### src/rtl/hazard_ctrl_pkg.sv
// rtl/hazard_ctrl_pkg.sv - shared opcodes, select/state encodings and slot types for hazard_ctrl
package hazard_ctrl_pkg;

    // RV32I major opcodes
    localparam logic [6:0] OP_R     = 7'b0110011;
    localparam logic [6:0] OP_I     = 7'b0010011;
    localparam logic [6:0] OP_L     = 7'b0000011;
    localparam logic [6:0] OP_S     = 7'b0100011;
    localparam logic [6:0] OP_B     = 7'b1100011;
    localparam logic [6:0] OP_LUI   = 7'b0110111;
    localparam logic [6:0] OP_AUIPC = 7'b0010111;
    localparam logic [6:0] OP_JAL   = 7'b1101111;
    localparam logic [6:0] OP_JALR  = 7'b1100111;

    // Operand forwarding select encoding
    localparam logic [1:0] SEL_RF = 2'd0;
    localparam logic [1:0] SEL_P1 = 2'd1;
    localparam logic [1:0] SEL_P2 = 2'd2;

    typedef enum logic [1:0] {
        ST_RUN      = 2'd0,
        ST_LU_STALL = 2'd1,
        ST_MEM_WAIT = 2'd2
    } hz_state_t;

    // Destination tracking for an instruction ahead of decode
    typedef struct packed {
        logic       valid;
        logic       wr;
        logic       load;
        logic [4:0] rd;
    } slot_t;

    typedef struct packed {
        logic uses_rs1;
        logic uses_rs2;
        logic writes_rd;
        logic is_load;
        logic op_a_pc;
        logic op_b_imm;
    } instr_class_t;

    // x0 never produces a forwardable result
    function automatic logic slot_match(input slot_t s, input logic [4:0] r);
        return s.valid && s.wr && (s.rd != 5'd0) && (s.rd == r);
    endfunction

endpackage

### src/rtl/hazard_ctrl_instr_class.sv
// rtl/hazard_ctrl_instr_class.sv - opcode classifier shared by hazard control and operand mux
// Ports:
//   opcode : instruction bits [6:0]
//   cls    : {uses_rs1, uses_rs2, writes_rd, is_load, op_a_pc, op_b_imm}
module hazard_ctrl_instr_class
    import hazard_ctrl_pkg::*;
(
    input  logic [6:0]   opcode,
    output instr_class_t cls
);

    always_comb begin
        cls = '0;
        unique case (opcode)
            OP_R: begin
                cls.uses_rs1  = 1'b1;
                cls.uses_rs2  = 1'b1;
                cls.writes_rd = 1'b1;
            end
            OP_I: begin
                cls.uses_rs1  = 1'b1;
                cls.writes_rd = 1'b1;
                cls.op_b_imm  = 1'b1;
            end
            OP_L: begin
                cls.uses_rs1  = 1'b1;
                cls.writes_rd = 1'b1;
                cls.is_load   = 1'b1;
                cls.op_b_imm  = 1'b1;
            end
            OP_S: begin
                cls.uses_rs1  = 1'b1;
                cls.uses_rs2  = 1'b1;
                cls.op_b_imm  = 1'b1;
            end
            OP_B: begin
                cls.uses_rs1  = 1'b1;
                cls.uses_rs2  = 1'b1;
                cls.op_a_pc   = 1'b1;
                cls.op_b_imm  = 1'b1;
            end
            OP_LUI: begin
                cls.writes_rd = 1'b1;
                cls.op_b_imm  = 1'b1;
            end
            OP_AUIPC: begin
                cls.writes_rd = 1'b1;
                cls.op_a_pc   = 1'b1;
                cls.op_b_imm  = 1'b1;
            end
            OP_JAL: begin
                cls.writes_rd = 1'b1;
                cls.op_a_pc   = 1'b1;
                cls.op_b_imm  = 1'b1;
            end
            OP_JALR: begin
                cls.uses_rs1  = 1'b1;
                cls.writes_rd = 1'b1;
                cls.op_a_pc   = 1'b1;
                cls.op_b_imm  = 1'b1;
            end
            default: cls = '0;
        endcase
    end

endmodule

### src/rtl/hazard_ctrl.sv
// rtl/hazard_ctrl.sv - forwarding selects, load-use stall, branch flush and dmem freeze
// Ports:
//   clk, reset                : clock, synchronous active-high reset
//   id_instr, id_valid        : decode-stage instruction and its valid flag
//   ex_taken                  : branch/jump resolved taken in EX
//   dmem_req, dmem_ready      : MEM-stage access pending / completing
//   fwd_a_sel, fwd_b_sel      : rs1/rs2 source (SEL_RF / SEL_P1 / SEL_P2)
//   op_a_pc, op_b_imm         : operand A = pc, operand B = imm
//   hold_pc, hold_if_id       : load-use stall holds
//   flush_if_id, bubble_id_ex : bubble insertion
//   freeze                    : whole pipeline holds for data memory
//   state                     : RUN / LU_STALL / MEM_WAIT
//   stall_cnt, flush_cnt      : saturating performance counters
module hazard_ctrl
    import hazard_ctrl_pkg::*;
#(
    parameter int CNT_W = 16
) (
    input  logic             clk,
    input  logic             reset,
    input  logic [31:0]      id_instr,
    input  logic             id_valid,
    input  logic             ex_taken,
    input  logic             dmem_req,
    input  logic             dmem_ready,
    output logic [1:0]       fwd_a_sel,
    output logic [1:0]       fwd_b_sel,
    output logic             op_a_pc,
    output logic             op_b_imm,
    output logic             hold_pc,
    output logic             hold_if_id,
    output logic             flush_if_id,
    output logic             bubble_id_ex,
    output logic             freeze,
    output logic [1:0]       state,
    output logic [CNT_W-1:0] stall_cnt,
    output logic [CNT_W-1:0] flush_cnt
);

    localparam logic [CNT_W-1:0] CNT_ONE = CNT_W'(1);

    logic [4:0]   rs1;
    logic [4:0]   rs2;
    logic [4:0]   rd;
    instr_class_t cls;
    slot_t        s1;
    slot_t        s2;
    hz_state_t    state_q;

    logic m1_rs1, m1_rs2, m2_rs1, m2_rs2;
    logic use_a, use_b;
    logic load_use;
    logic freeze_c;

    // funct3/funct7 are irrelevant to hazard detection
    logic unused_instr_bits;
    assign unused_instr_bits = ^{id_instr[31:25], id_instr[14:12]};

    assign rs1 = id_instr[19:15];
    assign rs2 = id_instr[24:20];
    assign rd  = id_instr[11:7];

    hazard_ctrl_instr_class u_instr_class (
        .opcode (id_instr[6:0]),
        .cls    (cls)
    );

    assign m1_rs1 = slot_match(s1, rs1);
    assign m1_rs2 = slot_match(s1, rs2);
    assign m2_rs1 = slot_match(s2, rs1);
    assign m2_rs2 = slot_match(s2, rs2);

    assign use_a = id_valid && cls.uses_rs1;
    assign use_b = id_valid && cls.uses_rs2;

    // Youngest producer wins: past1 before past2
    assign fwd_a_sel = !use_a ? SEL_RF : m1_rs1 ? SEL_P1 : m2_rs1 ? SEL_P2 : SEL_RF;
    assign fwd_b_sel = !use_b ? SEL_RF : m1_rs2 ? SEL_P1 : m2_rs2 ? SEL_P2 : SEL_RF;

    assign op_a_pc  = id_valid && cls.op_a_pc;
    assign op_b_imm = id_valid && cls.op_b_imm;

    // A load in S1 has no data until MEM completes, so a consumer must wait one cycle
    assign load_use = s1.load && ((use_a && m1_rs1) || (use_b && m1_rs2));

    assign freeze_c = dmem_req && !dmem_ready;

    // Freeze masks everything; a taken branch makes the decode instruction wrong-path,
    // so it also cancels any load-use stall on it
    assign freeze       = freeze_c;
    assign hold_pc      = !freeze_c && !ex_taken && load_use;
    assign hold_if_id   = hold_pc;
    assign flush_if_id  = !freeze_c && ex_taken;
    assign bubble_id_ex = !freeze_c && (ex_taken || load_use);

    assign state = state_q;

    always_ff @(posedge clk) begin
        if (reset) begin
            s1        <= '0;
            s2        <= '0;
            state_q   <= ST_RUN;
            stall_cnt <= '0;
            flush_cnt <= '0;
        end else begin
            if (!freeze_c) begin
                s2 <= s1;
                if (ex_taken || load_use || !id_valid) begin
                    s1 <= '0;
                end else begin
                    s1 <= '{valid: 1'b1, wr: cls.writes_rd, load: cls.is_load, rd: rd};
                end
            end

            if (freeze_c) begin
                state_q <= ST_MEM_WAIT;
            end else if (hold_pc) begin
                state_q <= ST_LU_STALL;
            end else begin
                state_q <= ST_RUN;
            end

            if (hold_pc && (stall_cnt != '1)) begin
                stall_cnt <= stall_cnt + CNT_ONE;
            end
            if (flush_if_id && (flush_cnt != '1)) begin
                flush_cnt <= flush_cnt + CNT_ONE;
            end
        end
    end

endmodule

### config.mk
export PLATFORM = sky130hd
export DESIGN_NAME = hazard_ctrl
export DESIGN_NICKNAME = d
export VERILOG_FILES = /design/src/rtl/hazard_ctrl_pkg.sv /design/src/rtl/hazard_ctrl_instr_class.sv /design/src/rtl/hazard_ctrl.sv
export SDC_FILE = /design/constraint.sdc
export NUM_CORES = 1
export LEC_CHECK = 0
export ABC_AREA = 1
export CAP_MARGIN = 20
export CORE_MARGIN = 2
export CORE_UTILIZATION = 49
export DETAILED_ROUTE_END_ITERATION = 8
export GPL_TIMING_DRIVEN = 0
export PLACE_DENSITY = 0.81
export SLEW_MARGIN = 25
export SYNTH_ARGS = -nofsm -noshare
export SYNTH_HDL_FRONTEND = slang
export SYNTH_SLANG_ARGS = --single-unit
export TNS_END_PERCENT = 10
### constraint.sdc
create_clock -name clk -period 2.3 [get_ports clk]
set_input_delay 0.46 -clock clk [delete_from_list [all_inputs] [get_ports clk]]
set_output_delay 0.46 -clock clk [all_outputs]
set_load 0.01 [all_outputs]
After elaboration in Yosys (flattened, before gate mapping) --
Index checks and enable logic that the tools add are counted. W data, S select, Z words.
Storage, ports and cells: flip-flop bits (word level) 49, latch bits 0, bits in writable memories 0, memory bits (read-only) 0, input bits 38, output and inout port bits 45, word-level logic and storage cells 80, memories 0
Cells by class: $add $sub $neg 2, multiply operators 0, divide/modulo/power cells 0, magnitude comparators 0, equal/unequal tests 15, shift operators 0, muxes and demuxes 15, bitwise logic cells 0, reduce and logical (&&, ||, !) cells 37
Operator list (count):
- $add A16 B1 Y16 const B | 2
- $ne A16 B16 Y1 const B | 2
- $logic_and A1 B1 Y1 | 22
- $eq A7 B6 Y1 const B | 3
- $eq A7 B7 Y1 const B | 3
- $eq A5 B5 Y1 | 4
- $eq A7 B5 Y1 const B | 2
- $mux W2 | 7
- $reduce_bool A5 Y1 | 2
- $mux W8 | 1
- $reduce_or A8 Y1 | 1
- $eq A7 B2 Y1 const B | 1
- $mux W1 | 7
- $reduce_or A7 Y1 | 1
- $reduce_or A6 Y1 | 1
- $logic_not A1 Y1 | 4
- $reduce_or A4 Y1 | 1
- $logic_or A1 B1 Y1 | 3
- $reduce_or A3 Y1 | 1
- $reduce_or A2 Y1 | 1

Depth between registers and ports, before layout --
Gate-level depths: netlist (run 1).
depth after elaboration 10, mapped depth 12

Cells and area by module --
From an unflattened synthesis (run 1), not the netlist that was laid out.
Second synthesis, totals: cell total of the unflattened synthesis 446, area total of the unflattened synthesis 2981.6 um^2
By module, submodules not included:
- hazard_ctrl | times used 1, cells each 400, area each 2778.9 um^2
- hazard_ctrl_instr_class | times used 1, cells each 46, area each 202.7 um^2

Worst setup path after synthesis (run 1) --
Ideal clock, no wire load.
kind input port to output port, start point input port id_instr[3], end point output port hold_pc, arrival time 1.632 ns, slack 0.208 ns, stages on the path 9, buffers on the path 2, cell sequence nor2_2 -> nand2_2 -> nor3_2 -> nand3_4 -> a21oi_4 -> buf_6 -> nand2_1 -> inv_1 -> buf_4
Between the ends: longest elaborated chain between the ends 8, elaborated cells on any way between the ends 17, classes of those cells 6 x eq/ne; 2 x mux; 9 x reduce/logical
RTL lines:
- start, declared | line hazard_ctrl.sv:21 | input logic [31:0] id_instr,
- $eq A7 B6 Y1, or another cell as far along | line hazard_ctrl_instr_class.sv:14 | unique case (opcode)
- $reduce_or A6 Y1 (no line) or $reduce_or A3 Y1 (tied branches)
- $mux W1 | line hazard_ctrl_instr_class.sv:14
- $logic_and A1 B1 Y1, on equally long branches | line hazard_ctrl.sv:73, hazard_ctrl.sv:74
- $logic_and A1 B1 Y1 | line hazard_ctrl.sv:84 | assign load_use = s1.load && ((use_a && m1_rs1) || (use_b && m1_rs2));
- $logic_or A1 B1 Y1 * | line hazard_ctrl.sv:84
- $logic_and A1 B1 Y1 * | line hazard_ctrl.sv:84
- $logic_and A1 B1 Y1 * | line hazard_ctrl.sv:91 | assign hold_pc = !freeze_c && !ex_taken && load_use;
- end, declared | line hazard_ctrl.sv:30 | output logic hold_pc,
Mark *: on every way between the ends. The rest lies on a longest branch, timed or not.

Final worst setup path (run 1) --
start point input port id_instr[1], end point output port hold_pc
The elaborated chain is that of the path after synthesis.

==> impl_table.tex, run 1 <==
\begin{tabular}{lr}
\hline
Metric & Value \\
\hline
\multicolumn{2}{l}{\textbf{STA}} \\
\quad Slew at the pin closest to its max-slew limit & 638 ps \\
\quad Setup repair after global routing missed its margin & yes \\
\quad Final min period & 2310 ps \\
\quad Final hold violations & 0 \\
\quad Slew headroom & 0.573 \\
\quad Worst clock skew & 17.0 ps \\
\quad Highest clock rate & 433 MHz \\
\quad Final setup violation count & 1 \\
\quad Number of slew-limit violations in the final report & 0 \\
\quad Final Cycle Share & 1.00 \\
\quad Worst hold margin & 476 ps \\
\quad Total negative setup slack & -7.34 ps \\
\quad Final critical-path setup slack & -7.34 ps \\
\multicolumn{2}{l}{\textbf{Yosys}} \\
\quad Post-synth EDFFs & 0 \\
\quad Ys flop type & sky130\_fd\_sc\_hd\_\_dfxtp\_1 \\
\quad Syn Nets & a little under 500 \\
\quad Flops \& latches, synth & 49 \\
\quad Post-synthesis instance area & 3100 um\^{}2 \\
\quad Syn Area/Cell & 6.84 um\^{}2 \\
\quad Fraction of the yosys area taken by sequential cells & 0.316 \\
\quad Share of flip-flops with an asynchronous set or reset after synthesis & 0 \\
\quad Number of unique standard cell types used by synthesis & 42 \\
\quad Count of warnings emitted by yosys & 0 \\
\quad Number of instances in the synthesized netlist & 453 \\
\multicolumn{2}{l}{\textbf{Global routing}} \\
\quad Wire length of the first global-routing pass & 14,300 um \\
\quad Global router's overall resource usage & 0.244 \\
\quad Pin count of the biggest net entering global routing & 16 \\
\quad Global-route congestion overflow total & 0 \\
\quad Initial antenna violation count & 0 \\
\quad Via count of the first global-routing pass & 3,201 \\
\multicolumn{2}{l}{\textbf{Drt}} \\
\quad Overall via count from detail\_route & 3,404 \\
\quad Routed len/inst & between 10 and 15 um \\
\quad Number of routed nets with antenna violations & 0 \\
\quad Mean number of vias per cell & 5.46 \\
\quad \# DRC & 0 \\
\quad First-pass iteration count of the detailed router & 5 \\
\quad Drt first-iter violations & 275 \\
\quad Detailed Route WL & around 8900 um \\
\multicolumn{2}{l}{\textbf{Clock network}} \\
\quad Clock latency at the later pin of the worst-skew pair & about 320 ps \\
\quad Max H-tree Level & 2 \\
\quad Sinks on the clock net & 49 \\
\quad Number of buffers inserted for hold repair after clock tree synthesis & 0 \\
\quad Buffer type at the clock tree root & sky130\_fd\_sc\_hd\_\_clkbuf\_8 \\
\quad CTS Buffer Depth & 2 \\
\quad CTS tree & done \\
\quad Clock transition at the registers of the reported paths & 90 ps \\
\quad Clock buffer count from CTS & 5 \\
\multicolumn{2}{l}{\textbf{Die}} \\
\quad Total core area & $\sim$6000 um\^{}2 \\
\quad Overall die height & 83.5 um \\
\quad Die extent in x & approximately 84 um \\
\quad Die Area & 6980 um\^{}2 \\
\quad Starting utilization of the core area & 0.515 \\
\quad Number of rows created at floorplan & 28 \\
\quad Number of ports placed on the die boundary & 83 \\
\multicolumn{2}{l}{\textbf{Worst setup path}} \\
\quad Cell with the largest stage delay on the worst path & sky130\_fd\_sc\_hd\_\_clkdlybuf4s15\_2 \\
\quad Cell breakdown of the critical path & clkdlybuf4s15\_2 > nand2\_2 > nor2\_4 > nand2\_2 > a21oi\_4 > buf\_6 > nand3\_4 > a21oi\_4 > buf\_6 > nand2\_4 > inv\_2 > buf\_4 > buf\_6 \\
\quad Dominant delay contributor by cell family on the critical path & buffers and inverters \\
\quad Critical path class & in2out \\
\quad Number of gates on the worst path with buffers counted & 13 \\
\quad Endpoint arrival time on the critical path & 1850 ps \\
\quad Worst path bufs/invs & 6 \\
\quad Maximum single-stage delay on the critical path & 180 ps \\
\quad Critical Path Source Type & primary input \\
\quad Largest driver fanout on the critical path & 3 \\
\quad Worst path required time & around 1800 ps \\
\quad CP dominant cell by count & sky130\_fd\_sc\_hd\_\_buf\_6 \\
\quad Endpoint class of the critical path & primary output \\
\quad Number of cell instances on the worst register-to-register path & 8 \\
\multicolumn{2}{l}{\textbf{Placed design}} \\
\quad Detailed placer's ending HPWL & 6160 um \\
\quad IO Port Bufs & 71 \\
\quad Final estimated routing congestion in global placement & 0.910 \\
\multicolumn{2}{l}{\textbf{Run}} \\
\quad Max Cap Violations & 0 \\
\multicolumn{2}{l}{\textbf{Run status}} \\
\quad Status & finished with violations \\
\quad Violations in the final reports & setup timing \\
\multicolumn{2}{l}{\textbf{Hold path}} \\
\quad Class of the tightest hold or removal check & reg2reg \\
\quad Depth of the worst hold-timing path & 2 \\
\multicolumn{2}{l}{\textbf{Power and ir drop}} \\
\quad VDD IR-drop max & about 0.00024 V \\
\quad Static leakage & 1.75 nW \\
\quad Power density cells & 396 nW/um\^{}2 \\
\multicolumn{2}{l}{\textbf{Final layout}} \\
\quad Net total in the final layout & 588 \\
\quad Final core utilization & 0.708 \\
\quad Proportion of layout cells with a drive suffix above 1 & 0.202 \\
\quad Signed area change from the synthesized netlist to the final layout & 37.5\% \\
\quad Fillers & 508 \\
\quad Antenna diodes & 0 \\
\hline
\end{tabular}
metrics by stage:
stage | setup WS [ps] | std cells | area, um^2 | power, mW
after floorplan | 208 | 453 | 3100 | 0.996
after global placement | -867 | 599 | 3910 | 1.09
after detailed placement | -896 | 599 | 3910 | 1.09
after CTS | -57.4 | 613 | 4100 | 1.66
after global routing | -79.6 | 624 | 4260 | 1.76
final | -7.34 | 624 | 4260 | 1.69
worst min-delay path, delay by kind of cell (launching register included):
| kind | cells | cell delay, ps |
|---|---|---|
| flops | 1 | 340 |
| simple gates | 1 | 60 |
| compound gates | 1 | 60 |
registers in the layout, indices dropped and copies added (netlist names):
register	count
s2	7
state	2
flush_cnt	16
s1	8
stall_cnt	16
kinds of logic (layout without fill, tap and decap cells):
logic type | count (synthesis) | after routing | synth area share
AOI/OAI and AO/OA | 55 | 55 | 0.104
xor gates and xnor gates | 26 | 26 | 0.0734
adders and majority gates | 2 | 2 | 0.00807
buffers and inverters | 74 | 170 | 0.107
DFF | 49 | 49 | 0.316
and+or+nand+nor | 247 | 247 | 0.392
power breakdown:
group	internal, mW	switching (mW)	total [mW]
Combinational	0.0953	0.132	0.228
Sequential	0.853	0.0123	0.866
Clock	0.278	0.315	0.594
area by class of cell:
type | count | area (um^2) | share of cell area
flip-flops and latches | 49 | 1000 | 0.234
inverters | 63 | 248 | 0.0581
plain buffers | 11 | 92.6 | 0.0217
clock inverters | 1 | 8.76 | 0.00205
repair buffers | 88 | 788 | 0.185
multi-input cells | 330 | 1940 | 0.454
clock buffers | 7 | 96.3 | 0.0226
well taps | 75 | 93.8 | 0.0220
cells in the final DEF, fill, tap and decap left out, drive strengths merged, types with 2 or more instances in the layout:
cell type and count:
a21oi 26, a31oi 3, buf 29, clkbuf 16, clkdlybuf4s15 4, clkdlybuf4s50 43, dfxtp 49, dlygate4sd2 11
dlymetal6s2s 2, ha 2, inv 63, nand2 109, nand3 31, nand3b 2, nand4 23, nor2 51
nor3 20, nor3b 4, nor4 6, o21ai 18, o21bai 2, o22ai 4, xnor2 11, xor2 15
layer usage:
layer / part of all wire / GRT usage / vias up
li1: - / - / 1687
met1: 0.42 / 0.305 / 1546
met2: 0.49 / 0.414 / 140
met3: 0.064 / 0.0514 / 31
met4: 0.027 / 0.0894 / 0
met5: 0 / 0 / -
final timing paths:
check / startpoint / end / slack (ps)
hold reg to reg: s2[7] / s2[7] / 480
setup / recovery: id_instr[1] / hold_pc / -7
hold / removal: s2[7] / s2[7] / 480
setup reg to reg: stall_cnt[1] / stall_cnt[12] / 380
repair_timing:
item / in CTS / in global routing
buffers inserted: 6 / 11
gates resized for setup: 74 / 47
pin swaps: 13 / 20
endpoints found under the setup margin: 10 / 9
synth_stat cells (2+ instances only):
cell,count,area share
sky130_fd_sc_hd__xor2_1,15,0.042
sky130_fd_sc_hd__a31oi_1,3,0.0061
sky130_fd_sc_hd__nor3b_1,4,0.0097
sky130_fd_sc_hd__inv_2,8,0.0097
sky130_fd_sc_hd__a21oi_1,23,0.037
sky130_fd_sc_hd__ha_1,2,0.0081
sky130_fd_sc_hd__clkbuf_1,3,0.0036
sky130_fd_sc_hd__nand3_1,28,0.045
sky130_fd_sc_hd__nand3b_1,2,0.0048
sky130_fd_sc_hd__nand4_2,2,0.0081
sky130_fd_sc_hd__nand3_4,2,0.011
sky130_fd_sc_hd__o22ai_1,4,0.0081
sky130_fd_sc_hd__nor2_4,3,0.011
sky130_fd_sc_hd__nor2_2,4,0.0081
sky130_fd_sc_hd__o21ai_0,17,0.027
sky130_fd_sc_hd__a21oi_4,2,0.010
sky130_fd_sc_hd__inv_1,54,0.065
sky130_fd_sc_hd__nand4_1,20,0.040
sky130_fd_sc_hd__nor2_1,44,0.053
sky130_fd_sc_hd__nor4_1,6,0.012
sky130_fd_sc_hd__nor3_1,18,0.029
sky130_fd_sc_hd__nand2_1,103,0.12
sky130_fd_sc_hd__xnor2_1,11,0.031
sky130_fd_sc_hd__o21bai_1,2,0.0048
sky130_fd_sc_hd__dfxtp_1,49,0.32
sky130_fd_sc_hd__buf_6,4,0.015
sky130_fd_sc_hd__nand2_2,5,0.010
Note: power is estimated with default switching activity, not from simulation.
==> run 2: changes to the inputs <==
--- a/config.mk
+++ b/config.mk
@@ -12,6 +12,7 @@
 export DETAILED_ROUTE_END_ITERATION = 8
 export GPL_TIMING_DRIVEN = 0
 export PLACE_DENSITY = 0.81
+export SETUP_SLACK_MARGIN = 0.5
 export SLEW_MARGIN = 25
 export SYNTH_ARGS = -nofsm -noshare
 export SYNTH_HDL_FRONTEND = slang
==> run 2 against run 1 <==
- the flow now finishes without violations
- critical path depth did not move
- cell count is 0.32% lower
- sequential cell count stayed put
- via count is 1.6% lower
- global-route usage increased by 0.12 points
- critical endpoint unchanged
- highest routed layer unchanged
==> impl_table.tex, run 2 (synthesized netlist as in run 1, its figures left out) <==
\begin{tabular}{lr}
\hline
Metric & Value \\
\hline
\multicolumn{2}{l}{\textbf{Worst setup path}} \\
\quad Critical Path Source Type & flip-flop \\
\quad Worst setup slack for register-to-register paths & 490 ps (+110 ps) \\
\quad Endpoint arrival time on the critical path & 1820 ps (-30 ps) \\
\quad Endpoint class of the critical path & primary output \\
\quad Worst path required time & 1840 ps (about the same) \\
\quad Largest driver fanout on the critical path & 4 (+1) \\
\quad Critical path class & reg2out \\
\multicolumn{2}{l}{\textbf{Drt}} \\
\quad Routed len/inst & 14.1 um (-1.4\%) \\
\quad First-pass iteration count of the detailed router & 5 (unchanged) \\
\quad Overall via count from detail\_route & 3,350 (-1.6\%) \\
\quad \# DRC & 0 (unchanged) \\
\quad Mean number of vias per cell & 5.39 (-1.3\%) \\
\quad Drt first-iter violations & 164 (-40\%) \\
\quad Number of routed nets with antenna violations & 0 (unchanged) \\
\quad Detailed Route WL & 8770 um (-1.7\%) \\
\multicolumn{2}{l}{\textbf{Final layout}} \\
\quad Combined flip-flop and latch cell area & 1020 um\^{}2 (+1.6\%) \\
\quad Signed area change from the synthesized netlist to the final layout & 41.3\% \\
\quad Registers with the most flip-flops & flush\_cnt: 16 flops, stall\_cnt: 16 flops, s1: 8 flops \\
\quad Final core utilization & 0.727 (+0.0193) \\
\quad Most common library cell in the layout ignoring fill and taps & sky130\_fd\_sc\_hd\_\_nand2\_1 \\
\quad Net total in the final layout & 586 (-0.34\%) \\
\quad Proportion of layout cells with a drive suffix above 1 & 0.249 (+0.0464) \\
\quad Final Cell Area & 4380 um\^{}2 (+2.7\%) \\
\quad Multi-input gate area in the final layout & 1980 um\^{}2 (+2.3\%) \\
\quad Antenna diodes & 0 (unchanged) \\
\quad Fillers & 493 (-3.0\%) \\
\quad Count of placed standard cells in the final layout, fillers left out & 622 (-0.32\%) \\
\quad Most frequent cells in the layout & sky130\_fd\_sc\_hd\_\_nand2\_1 (93), sky130\_fd\_sc\_hd\_\_inv\_1 (49), sky130\_fd\_sc\_hd\_\_clkdlybuf4s50\_1 (42) \\
\multicolumn{2}{l}{\textbf{Global routing}} \\
\quad Pin count of the biggest net entering global routing & 17 (+1) \\
\quad Wire length of the first global-routing pass & 14,300 um (about the same) \\
\quad Global router's overall resource usage & 0.245 (+0.00124) \\
\quad Initial antenna violation count & 0 (unchanged) \\
\quad Global-route congestion overflow total & 0 (unchanged) \\
\quad Via count of the first global-routing pass & 3,153 (-1.5\%) \\
\multicolumn{2}{l}{\textbf{STA}} \\
\quad Slew headroom & 0.539 (-0.0346) \\
\quad Final critical-path setup slack & 22.8 ps (+30.1 ps) \\
\quad Worst clock skew & 9.17 ps (-7.80 ps) \\
\quad Highest clock rate & 439 MHz (+1.3\%) \\
\quad Slew at the pin closest to its max-slew limit & 690 ps (+51.7 ps) \\
\quad Setup repair after global routing missed its margin & yes \\
\quad Final setup violation count & 0 (-1) \\
\quad Total negative setup slack & 0 ps (+7.34 ps) \\
\quad Number of slew-limit violations in the final report & 0 (unchanged) \\
\quad Final min period & 2280 ps (-30.1 ps) \\
\quad Final hold violations & 0 (unchanged) \\
\quad Final Cycle Share & 0.990 (-0.0131) \\
\multicolumn{2}{l}{\textbf{Clock network}} \\
\quad Buffer type at the clock tree root & sky130\_fd\_sc\_hd\_\_clkbuf\_8 \\
\quad Sinks on the clock net & 49 (unchanged) \\
\quad CTS tree & done \\
\quad Max H-tree Level & 2 (unchanged) \\
\quad Clock latency at the later pin of the worst-skew pair & 310 ps (about the same) \\
\quad Clock buffer count from CTS & 5 (unchanged) \\
\quad Clock transition at the registers of the reported paths & 100 ps (about the same) \\
\quad Number of buffers inserted for hold repair after clock tree synthesis & 0 (unchanged) \\
\quad CTS Buffer Depth & 2 (unchanged) \\
\multicolumn{2}{l}{\textbf{Power and ir drop}} \\
\quad Seq pwr share & 0.466 (-0.047) \\
\quad Combinational fraction of design power & 0.133 (-0.002) \\
\quad Switching share of total power & 0.248 (-0.0244) \\
\quad Internal power consumption & 1.40 mW (+14\%) \\
\quad Power density cells & 424 nW/um\^{}2 (+7.1\%) \\
\quad Net switching power & 0.461 mW (+0.21\%) \\
\quad Static leakage & 1.77 nW (+0.80\%) \\
\quad VDD IR-drop max & 0.000394 V (+66\%) \\
\quad Clock group share of total power & 0.402 (+0.050) \\
\multicolumn{2}{l}{\textbf{Placed design}} \\
\quad Final estimated routing congestion in global placement & 0.972 (+6.9\%) \\
\quad IO Port Bufs & 71 (unchanged) \\
\quad Total placed instance area & 3950 um\^{}2 (+1.2\%) \\
\quad Number of placed instances, taps included & 599 (unchanged) \\
\quad Worst slack at placement & -1040 ps (-149 ps) \\
\quad Detailed placer's ending HPWL & 6310 um (+2.4\%) \\
\multicolumn{2}{l}{\textbf{Die}} \\
\quad Overall die height & 83.5 um (unchanged) \\
\quad Number of rows created at floorplan & 28 (unchanged) \\
\quad Starting utilization of the core area & 0.515 (unchanged) \\
\quad Die extent in x & 83.5 um (unchanged) \\
\quad Die Area & 6980 um\^{}2 (unchanged) \\
\quad Number of ports placed on the die boundary & 83 (unchanged) \\
\quad Total core area & 6030 um\^{}2 (unchanged) \\
\multicolumn{2}{l}{\textbf{Hold path}} \\
\quad Class of the tightest hold or removal check & reg2reg \\
\multicolumn{2}{l}{\textbf{Run status}} \\
\quad Status & finished, final reports clean \\
\multicolumn{2}{l}{\textbf{Run}} \\
\quad Max Cap Violations & 0 (unchanged) \\
\hline
\end{tabular}
## run 2: metrics by stage
stage               hold slack, ps  power [mW]
finish                         492        1.86
global route                   507        1.92
CTS                            492        1.86
detailed placement             467        1.10
global placement               443        1.10
floorplan                      429        1.00
## run 2: worst max-delay path, cell delays in order (launching register included)
cell,delay [ps]
sky130_fd_sc_hd__dfxtp_4,400
sky130_fd_sc_hd__inv_4,50
sky130_fd_sc_hd__nand2_4,60
sky130_fd_sc_hd__nand2_2,50
sky130_fd_sc_hd__nor2_2,110
sky130_fd_sc_hd__nand2_2,70
sky130_fd_sc_hd__nor2_4,130
sky130_fd_sc_hd__nand3_4,90
sky130_fd_sc_hd__a21oi_4,150
sky130_fd_sc_hd__buf_6,130
sky130_fd_sc_hd__nand2_4,50
sky130_fd_sc_hd__inv_4,50
sky130_fd_sc_hd__buf_6,80
sky130_fd_sc_hd__buf_6,80
## run 2: timing repair
action | in CTS | in global routing
resized for setup | 119 | 72
buffers inserted | 14 | 1
setup endpoints to repair | 45 | 68
pin swaps | 23 | 18
## run 2: cell type report
cell class	instances	share of cell area
Multi-Input combinational cell	330	0.452
Inverter	63	0.0620
Timing Repair Buffer	86	0.177
Tap cell	75	0.0214
Clock buffer	5	0.0157
Clock inverter	3	0.0157
Buffer	11	0.0234
Sequential cell	49	0.232
## run 2: worst paths after layout
check,start,to,depth (start not counted)
max,s1[4],hold_pc,13
min,s2[7],s2[7],2
max reg2reg,stall_cnt[0],stall_cnt[4],10
min reg2reg,s2[7],s2[7],2
## run 2: routing by layer
| layer | track usage | wire length, um |
|---|---|---|
| met3 | 0.0317 | 440 |
| met1 | 0.313 | 3840 |
| met2 | 0.437 | 4350 |
| met4 | 0.0630 | 132 |
| met5 | 0 | 0 |
## run 2: power groups by stage
stage	sequential (mW)	clock, mW	combinational [mW]
2_1_floorplan	0.887	0	0.114
3_3_place_gp	0.888	0	0.212
3_5_place_dp	0.888	0	0.215
4_1_cts	0.866	0.760	0.232
5_1_grt	0.866	0.791	0.266
6_report	0.864	0.746	0.246
==> run 3: changes to the inputs <==
--- a/config.mk
+++ b/config.mk
@@ -17,4 +17,3 @@
 export SYNTH_ARGS = -nofsm -noshare
 export SYNTH_HDL_FRONTEND = slang
 export SYNTH_SLANG_ARGS = --single-unit
-export TNS_END_PERCENT = 10
==> run 3 against run 2 <==
- core utilization is 2.4 points higher
- combinational power rose by 7%
- first-iteration DRC count fell by 6.1%
- sequential share of layout area decreased by 0.29 points
- clock skew up 5.7 ps
- largest power group unchanged
- highest routed layer unchanged
==> impl_table.tex, run 3 (synthesized netlist as in run 1, its figures left out) <==
\begin{tabular}{lr}
\hline
Metric & Value \\
\hline
\multicolumn{2}{l}{\textbf{Run status}} \\
\quad Status & finished, final reports clean \\
\multicolumn{2}{l}{\textbf{STA}} \\
\quad Slew at the pin closest to its max-slew limit & 555 ps (-134 ps) \\
\quad Highest clock rate & 435 MHz (-0.84\%) \\
\quad Final critical-path setup slack & 3.49 ps (-19.3 ps) \\
\quad Setup repair after global routing missed its margin & yes \\
\quad Slew headroom & 0.630 (+0.0912) \\
\quad Final Cycle Share & 0.998 (+0.00838) \\
\quad Worst hold margin & 486 ps (-5.80 ps) \\
\quad Final hold violations & 0 (unchanged) \\
\quad Final min period & 2300 ps (+19.3 ps) \\
\quad Worst clock skew & 14.9 ps (+5.69 ps) \\
\quad Number of slew-limit violations in the final report & 0 (unchanged) \\
\quad Final setup violation count & 0 (unchanged) \\
\multicolumn{2}{l}{\textbf{Drt}} \\
\quad Overall via count from detail\_route & 3,413 (+1.9\%) \\
\quad Drt first-iter violations & 154 (-6.1\%) \\
\quad Routed len/inst & 14.1 um (-0.14\%) \\
\quad First-pass iteration count of the detailed router & 5 (unchanged) \\
\quad Detailed Route WL & 8880 um (+1.3\%) \\
\quad Mean number of vias per cell & 5.41 (+0.43\%) \\
\quad \# DRC & 0 (unchanged) \\
\quad Number of routed nets with antenna violations & 0 (unchanged) \\
\multicolumn{2}{l}{\textbf{Placed design}} \\
\quad Total placed instance area & 3960 um\^{}2 (about the same) \\
\quad IO Port Bufs & 71 (unchanged) \\
\quad Final estimated routing congestion in global placement & 0.972 (about the same) \\
\quad Worst slack at placement & -1030 ps (+17.1 ps) \\
\quad Detailed placer's ending HPWL & 6270 um (-0.60\%) \\
\multicolumn{2}{l}{\textbf{Final layout}} \\
\quad Final Cell Area & 4520 um\^{}2 (+3.3\%) \\
\quad Antenna diodes & 0 (unchanged) \\
\quad Proportion of layout cells with a drive suffix above 1 & 0.320 (+0.0715) \\
\quad Multi-input gate area in the final layout & 2050 um\^{}2 (+3.3\%) \\
\quad Most frequent cells in the layout & sky130\_fd\_sc\_hd\_\_nand2\_1 (90), sky130\_fd\_sc\_hd\_\_inv\_1 (49), sky130\_fd\_sc\_hd\_\_clkdlybuf4s50\_1 (39) \\
\quad Combined flip-flop and latch cell area & 1040 um\^{}2 (+2.0\%) \\
\quad Registers with the most flip-flops & flush\_cnt: 16 flops, stall\_cnt: 16 flops, s1: 8 flops \\
\quad Signed area change from the synthesized netlist to the final layout & 45.9\% \\
\quad Fillers & 498 (+1.0\%) \\
\quad Most common library cell in the layout ignoring fill and taps & sky130\_fd\_sc\_hd\_\_nand2\_1 \\
\quad Net total in the final layout & 595 (+1.5\%) \\
\multicolumn{2}{l}{\textbf{Die}} \\
\quad Die extent in x & 83.5 um (unchanged) \\
\quad Number of ports placed on the die boundary & 83 (unchanged) \\
\quad Die Area & 6980 um\^{}2 (unchanged) \\
\quad Overall die height & 83.5 um (unchanged) \\
\quad Total core area & 6030 um\^{}2 (unchanged) \\
\quad Starting utilization of the core area & 0.515 (unchanged) \\
\quad Number of rows created at floorplan & 28 (unchanged) \\
\multicolumn{2}{l}{\textbf{Hold path}} \\
\quad Depth of the worst hold-timing path & 1 (-1) \\
\quad Hold path endpoint & flush\_cnt[7] \\
\quad Hold path startpoint & flush\_cnt[7] \\
\quad Class of the tightest hold or removal check & reg2reg \\
\multicolumn{2}{l}{\textbf{Run}} \\
\quad Max Cap Violations & 0 (unchanged) \\
\multicolumn{2}{l}{\textbf{Clock network}} \\
\quad CTS tree & done \\
\quad Clock buffer count from CTS & 5 (unchanged) \\
\quad Sinks on the clock net & 49 (unchanged) \\
\quad Buffer type at the clock tree root & sky130\_fd\_sc\_hd\_\_clkbuf\_8 \\
\quad Max H-tree Level & 2 (unchanged) \\
\quad Clock transition at the registers of the reported paths & 110 ps (about the same) \\
\quad CTS Buffer Depth & 2 (unchanged) \\
\quad Clock latency at the later pin of the worst-skew pair & 320 ps (about the same) \\
\quad Number of buffers inserted for hold repair after clock tree synthesis & 0 (unchanged) \\
\multicolumn{2}{l}{\textbf{Power and ir drop}} \\
\quad Total design power & 1.78 mW (-4.2\%) \\
\quad VDD IR-drop max & 0.000344 V (-13\%) \\
\quad Static leakage & 1.82 nW (+3.1\%) \\
\quad Power density cells & 393 nW/um\^{}2 (-7.2\%) \\
\multicolumn{2}{l}{\textbf{Global routing}} \\
\quad Pin count of the biggest net entering global routing & 18 (+1) \\
\quad Global-route congestion overflow total & 0 (unchanged) \\
\quad Global router's overall resource usage & 0.251 (+0.00600) \\
\quad Wire length of the first global-routing pass & 14,700 um (+2.6\%) \\
\quad Initial antenna violation count & 0 (unchanged) \\
\quad Via count of the first global-routing pass & 3,187 (+1.1\%) \\
\multicolumn{2}{l}{\textbf{Worst setup path}} \\
\quad Worst path required time & 1840 ps (about the same) \\
\quad Number of cell instances on the worst register-to-register path & 10 (unchanged) \\
\quad Startpoint of the worst-slack reg-to-reg timing path & s1[0] \\
\quad Endpoint arrival time on the critical path & 1840 ps (+20 ps) \\
\quad Largest driver fanout on the critical path & 6 (+2) \\
\quad Critical path class & reg2out \\
\quad Critical Path Source Type & flip-flop \\
\quad Capture point of the worst reg-to-reg path & stall\_cnt[3] \\
\quad Worst setup slack for register-to-register paths & 530 ps (+40 ps) \\
\quad Endpoint class of the critical path & primary output \\
\hline
\end{tabular}
==> run 3: worst max-delay path by stage <==
stage	start	endpoint	cells past startpoint
finish	s1[1]	hold_pc	13
global route	s1[1]	hold_pc	13
CTS	s1[4]	hold_pc	13
detailed placement	id_instr[4]	hold_pc	13
global placement	id_instr[4]	hold_pc	13
floorplan	id_instr[4]	hold_pc	11
==> run 3: where the power goes <==
group	leakage, nW	switching [mW]	total [mW]	internal, mW
Sequential	0.413	0.0120	0.864	0.852
Clock	0.0591	0.320	0.653	0.332
Combinational	1.35	0.148	0.262	0.113
==> run 3: per-stage QoR <==
step / utilization / setup TNS (ps) / cells
after floorplan: - / 0 / 453
after global placement: 0.657 / -8840 / 599
after detailed placement: 0.657 / -9690 / 599
after CTS: 0.712 / 0 / 622
after global routing: 0.751 / -130 / 631
final: 0.751 / 0 / 631
==> run 3: final cells by class <==
type / count / area share
clock buffers: 5 / 0.0152
repair buffers: 95 / 0.188
flip-flops and latches: 49 / 0.229
plain buffers: 11 / 0.0227
multi-input cells: 330 / 0.453
clock inverters: 3 / 0.0105
well taps: 75 / 0.0207
inverters: 63 / 0.0617
==> run 3: worst max-delay path, cell delays in order, from the launching register on <==
cell and delay, ps:
sky130_fd_sc_hd__dfxtp_4 400, sky130_fd_sc_hd__inv_4 50, sky130_fd_sc_hd__nand2_2 50, sky130_fd_sc_hd__nand2_2 60, sky130_fd_sc_hd__nor2_2 120, sky130_fd_sc_hd__nand2_2 70, sky130_fd_sc_hd__nor2_4 110, sky130_fd_sc_hd__nand3_4 100
sky130_fd_sc_hd__a21oi_4 180, sky130_fd_sc_hd__buf_6 130, sky130_fd_sc_hd__nand2_4 50, sky130_fd_sc_hd__inv_4 50, sky130_fd_sc_hd__buf_6 80, sky130_fd_sc_hd__buf_6 80
==> run 3: timing repair <==
action | in CTS | in global routing
pin swaps | 30 | 25
setup buffers | 15 | 9
setup endpoints to repair | 45 | 61
resized for setup | 153 | 84
==> run 3: metal layers <==
metal / part of all wire / track usage / vias to the layer above
met4: 0.013 / 0.0572 / 0
met3: 0.054 / 0.0396 / 13
li1: - / - / 1696
met1: 0.45 / 0.333 / 1580
met5: 0 / 0 / -
met2: 0.49 / 0.430 / 124
==> variant, RTL diff (flow settings as in run 2) <==
`CNT_W`: 16 -> 20.
--- a/src/rtl/hazard_ctrl.sv
+++ b/src/rtl/hazard_ctrl.sv
@@ -14,7 +14,7 @@
 module hazard_ctrl
     import hazard_ctrl_pkg::*;
 #(
-    parameter int CNT_W = 16
+    parameter int CNT_W = 20
 ) (
     input  logic             clk,
     input  logic             reset,
Interface: changed (resized flush_cnt and stall_cnt); port bits go from 83 to 91. The function was not compared with the original's and may differ.
==> variant against run 2 <==
  * Count of clock-buffer cells in the layout rose by 4
  * Total power rose by 24%
  * Setup slack better by 0.10 ns
  * Sequential power grew 17%
  * Design area increased by 17%
  * Synthesized area is 16% higher
  * Routed wire length grew 22%
  * Sequential cell count grew 8
  * Largest cell class unchanged
  * Largest power group is now clock
==> variant: results (changes against run 2) <==
Outcome:
- The flow ran to the end, and the final reports show no timing, DRC or antenna violations.

Power:
- The internal power is 1.70 mW (+22%).
- The leakage power total is 1.98 nW (+12%).
- The highest ir drop seen on vdd is 0.286 mV (-27%).

Drt:
- The met2 layer wire length in the routed design is 5450 um (+25%).
- The overall routed net length is 10700 um (+22%).
- The wire length on met3 is 679 um (+54%).
- The iteration-0 DRC count of the detailed router came to 224 (+37%).
- The routed metal-1 wire length was 4290 um (+12%).

Timing:
- The time the worst path needs with I/O delays and setup was 2.18 ns (-0.0997 ns).
- The worst slew margin relative to its limit was 54.5% (+0.64 points).
- The clock skew after layout came to 0.00999 ns (+0.000821 ns).

Layout:
- The fraction of final layout cells with drive strength greater than 1 is 22.8% (-2.1 points).
- The final net count came to 680 (+16%).
- The post-layout instance count excluding filler cells is 744 (+20%).
- The largest registers in the layout are flush_cnt (20), stall_cnt (20), s1 (8).

Placement:
- The number of buffers inserted by port buffering is 80 (+13%).
- The half-perimeter wire length after placement was 7350 um (+16%).
- The placed instance count is 705 (+18%).
- The post-detailed-placement cell area is 0.00461 mm2 (+17%).
- The routability congestion estimate from global placement was 0.916 (-5.7%).

Critical path:
- The signal arrival time at the worst endpoint is 1.72 ns (-0.10 ns).
- The delay of the slowest cell on the worst path came to 0.37 ns (-0.03 ns).

Synth:
- The portion of the post-synthesis area used by sequential elements is 31.8% (+0.14 points).
- The commonest cells after synthesis are nand2_1, inv_1, dfxtp_1.
- The post-synthesis area per instance is 6.83 um2 (-0.25%).
- The net count after synthesis came to 566 (+15%).
- The number of distinct library cells after synthesis is 35 (-17%).
- After synthesis, the cell types taking the most area are dfxtp_1, nand2_1, xor2_1, inv_1, nand4_1.
- The fraction of registers with async set or reset after synthesis was 0% (unchanged).

GRT:
- The met1 track demand over resource is 33.1% (+1.8 points).
- The pin count of the biggest net entering global routing is 13 (-4).
- The total routing usage reported by global routing is 26.8% (+2.2 points).
- The global-route wire length before repair is 17000 um (+19%).
- The fraction of met3 tracks used by global routing was 4.48% (+1.3 points).
- The via count of the first global-routing pass is 3712 (+18%).
- The met2 layer usage reported by global route came to 47.3% (+3.6 points).

Clock tree:
- The post-CTS setup buffer count came to 18 (+4).
- The number of gates given a new drive strength after cts is 131 (+10%).
- The clock transition at the register clock pins on the worst setup and hold paths after CTS is 0.08 ns (-0.02 ns).
- The clock insertion delay at the later pin of the skew report is 0.35 ns (+0.04 ns).
- The total number of H-tree levels is 3 (+1).
## variant: cell types whose count changed after synthesis, sizes merged, moves of 4 or more
| cell | change |
|---|---|
| dfxtp | +8 |
| xnor2 | +4 |
| nand4 | +8 |
| nand2 | +34 |
| xor2 | +15 |
| a21oi | +16 |
## variant: area by class of cell
| cell class | count | area, um2 |
|---|---|---|
| buffer | 13 | 80.1 |
| clock buffer | 9 | 124 |
| clock inverter | 7 | 101 |
| fill | 579 | 2030 |
| inverter | 62 | 245 |
| multi-input combinational | 394 | 2400 |
| sequential | 57 | 1160 |
| tap | 99 | 124 |
| timing repair buffer | 103 | 910 |
## variant: power by group through the flow
stage	Clock (mW)	Combinational [mW]	Sequential, mW
global placement	0	0.198	1.03
finish	1.07	0.221	1.01
detailed placement	0	0.203	1.03
floorplan	0	0.0992	1.03
global route	1.14	0.243	1.01
CTS	1.08	0.212	1.01
## variant: final timing paths
path | to | slack, ns | start
worst min-delay path | s2[6]$_SDFFE_PP0N_ | 0.50 | s2[6]$_SDFFE_PP0N_
worst min register to register | s2[6]$_SDFFE_PP0N_ | 0.50 | s2[6]$_SDFFE_PP0N_
worst max register to register | stall_cnt[10]$_SDFFE_PP0P_ | 0.24 | s1[2]$_SDFFE_PP0N_
worst max-delay path | hold_pc | 0.12 | s1[2]$_SDFFE_PP0N_
## variant: cells by family after synthesis
family,count (synthesis),synth area share (%)
flops,57,31.8
compound gates,63,10.5
fa+ha+maj,2,0.697
simple gates,284,37.6
xor+xnor,45,11.0
buf+inv,75,8.43
## variant: through the flow
stage | setup slack [ns] | setup TNS [ns]
after floorplan | 0.399 | 0
after global placement | -0.878 | -8.38
after detailed placement | -0.921 | -10.46
after CTS | 0.109 | 0
after global routing | 0.0384 | 0
final | 0.122 | 0
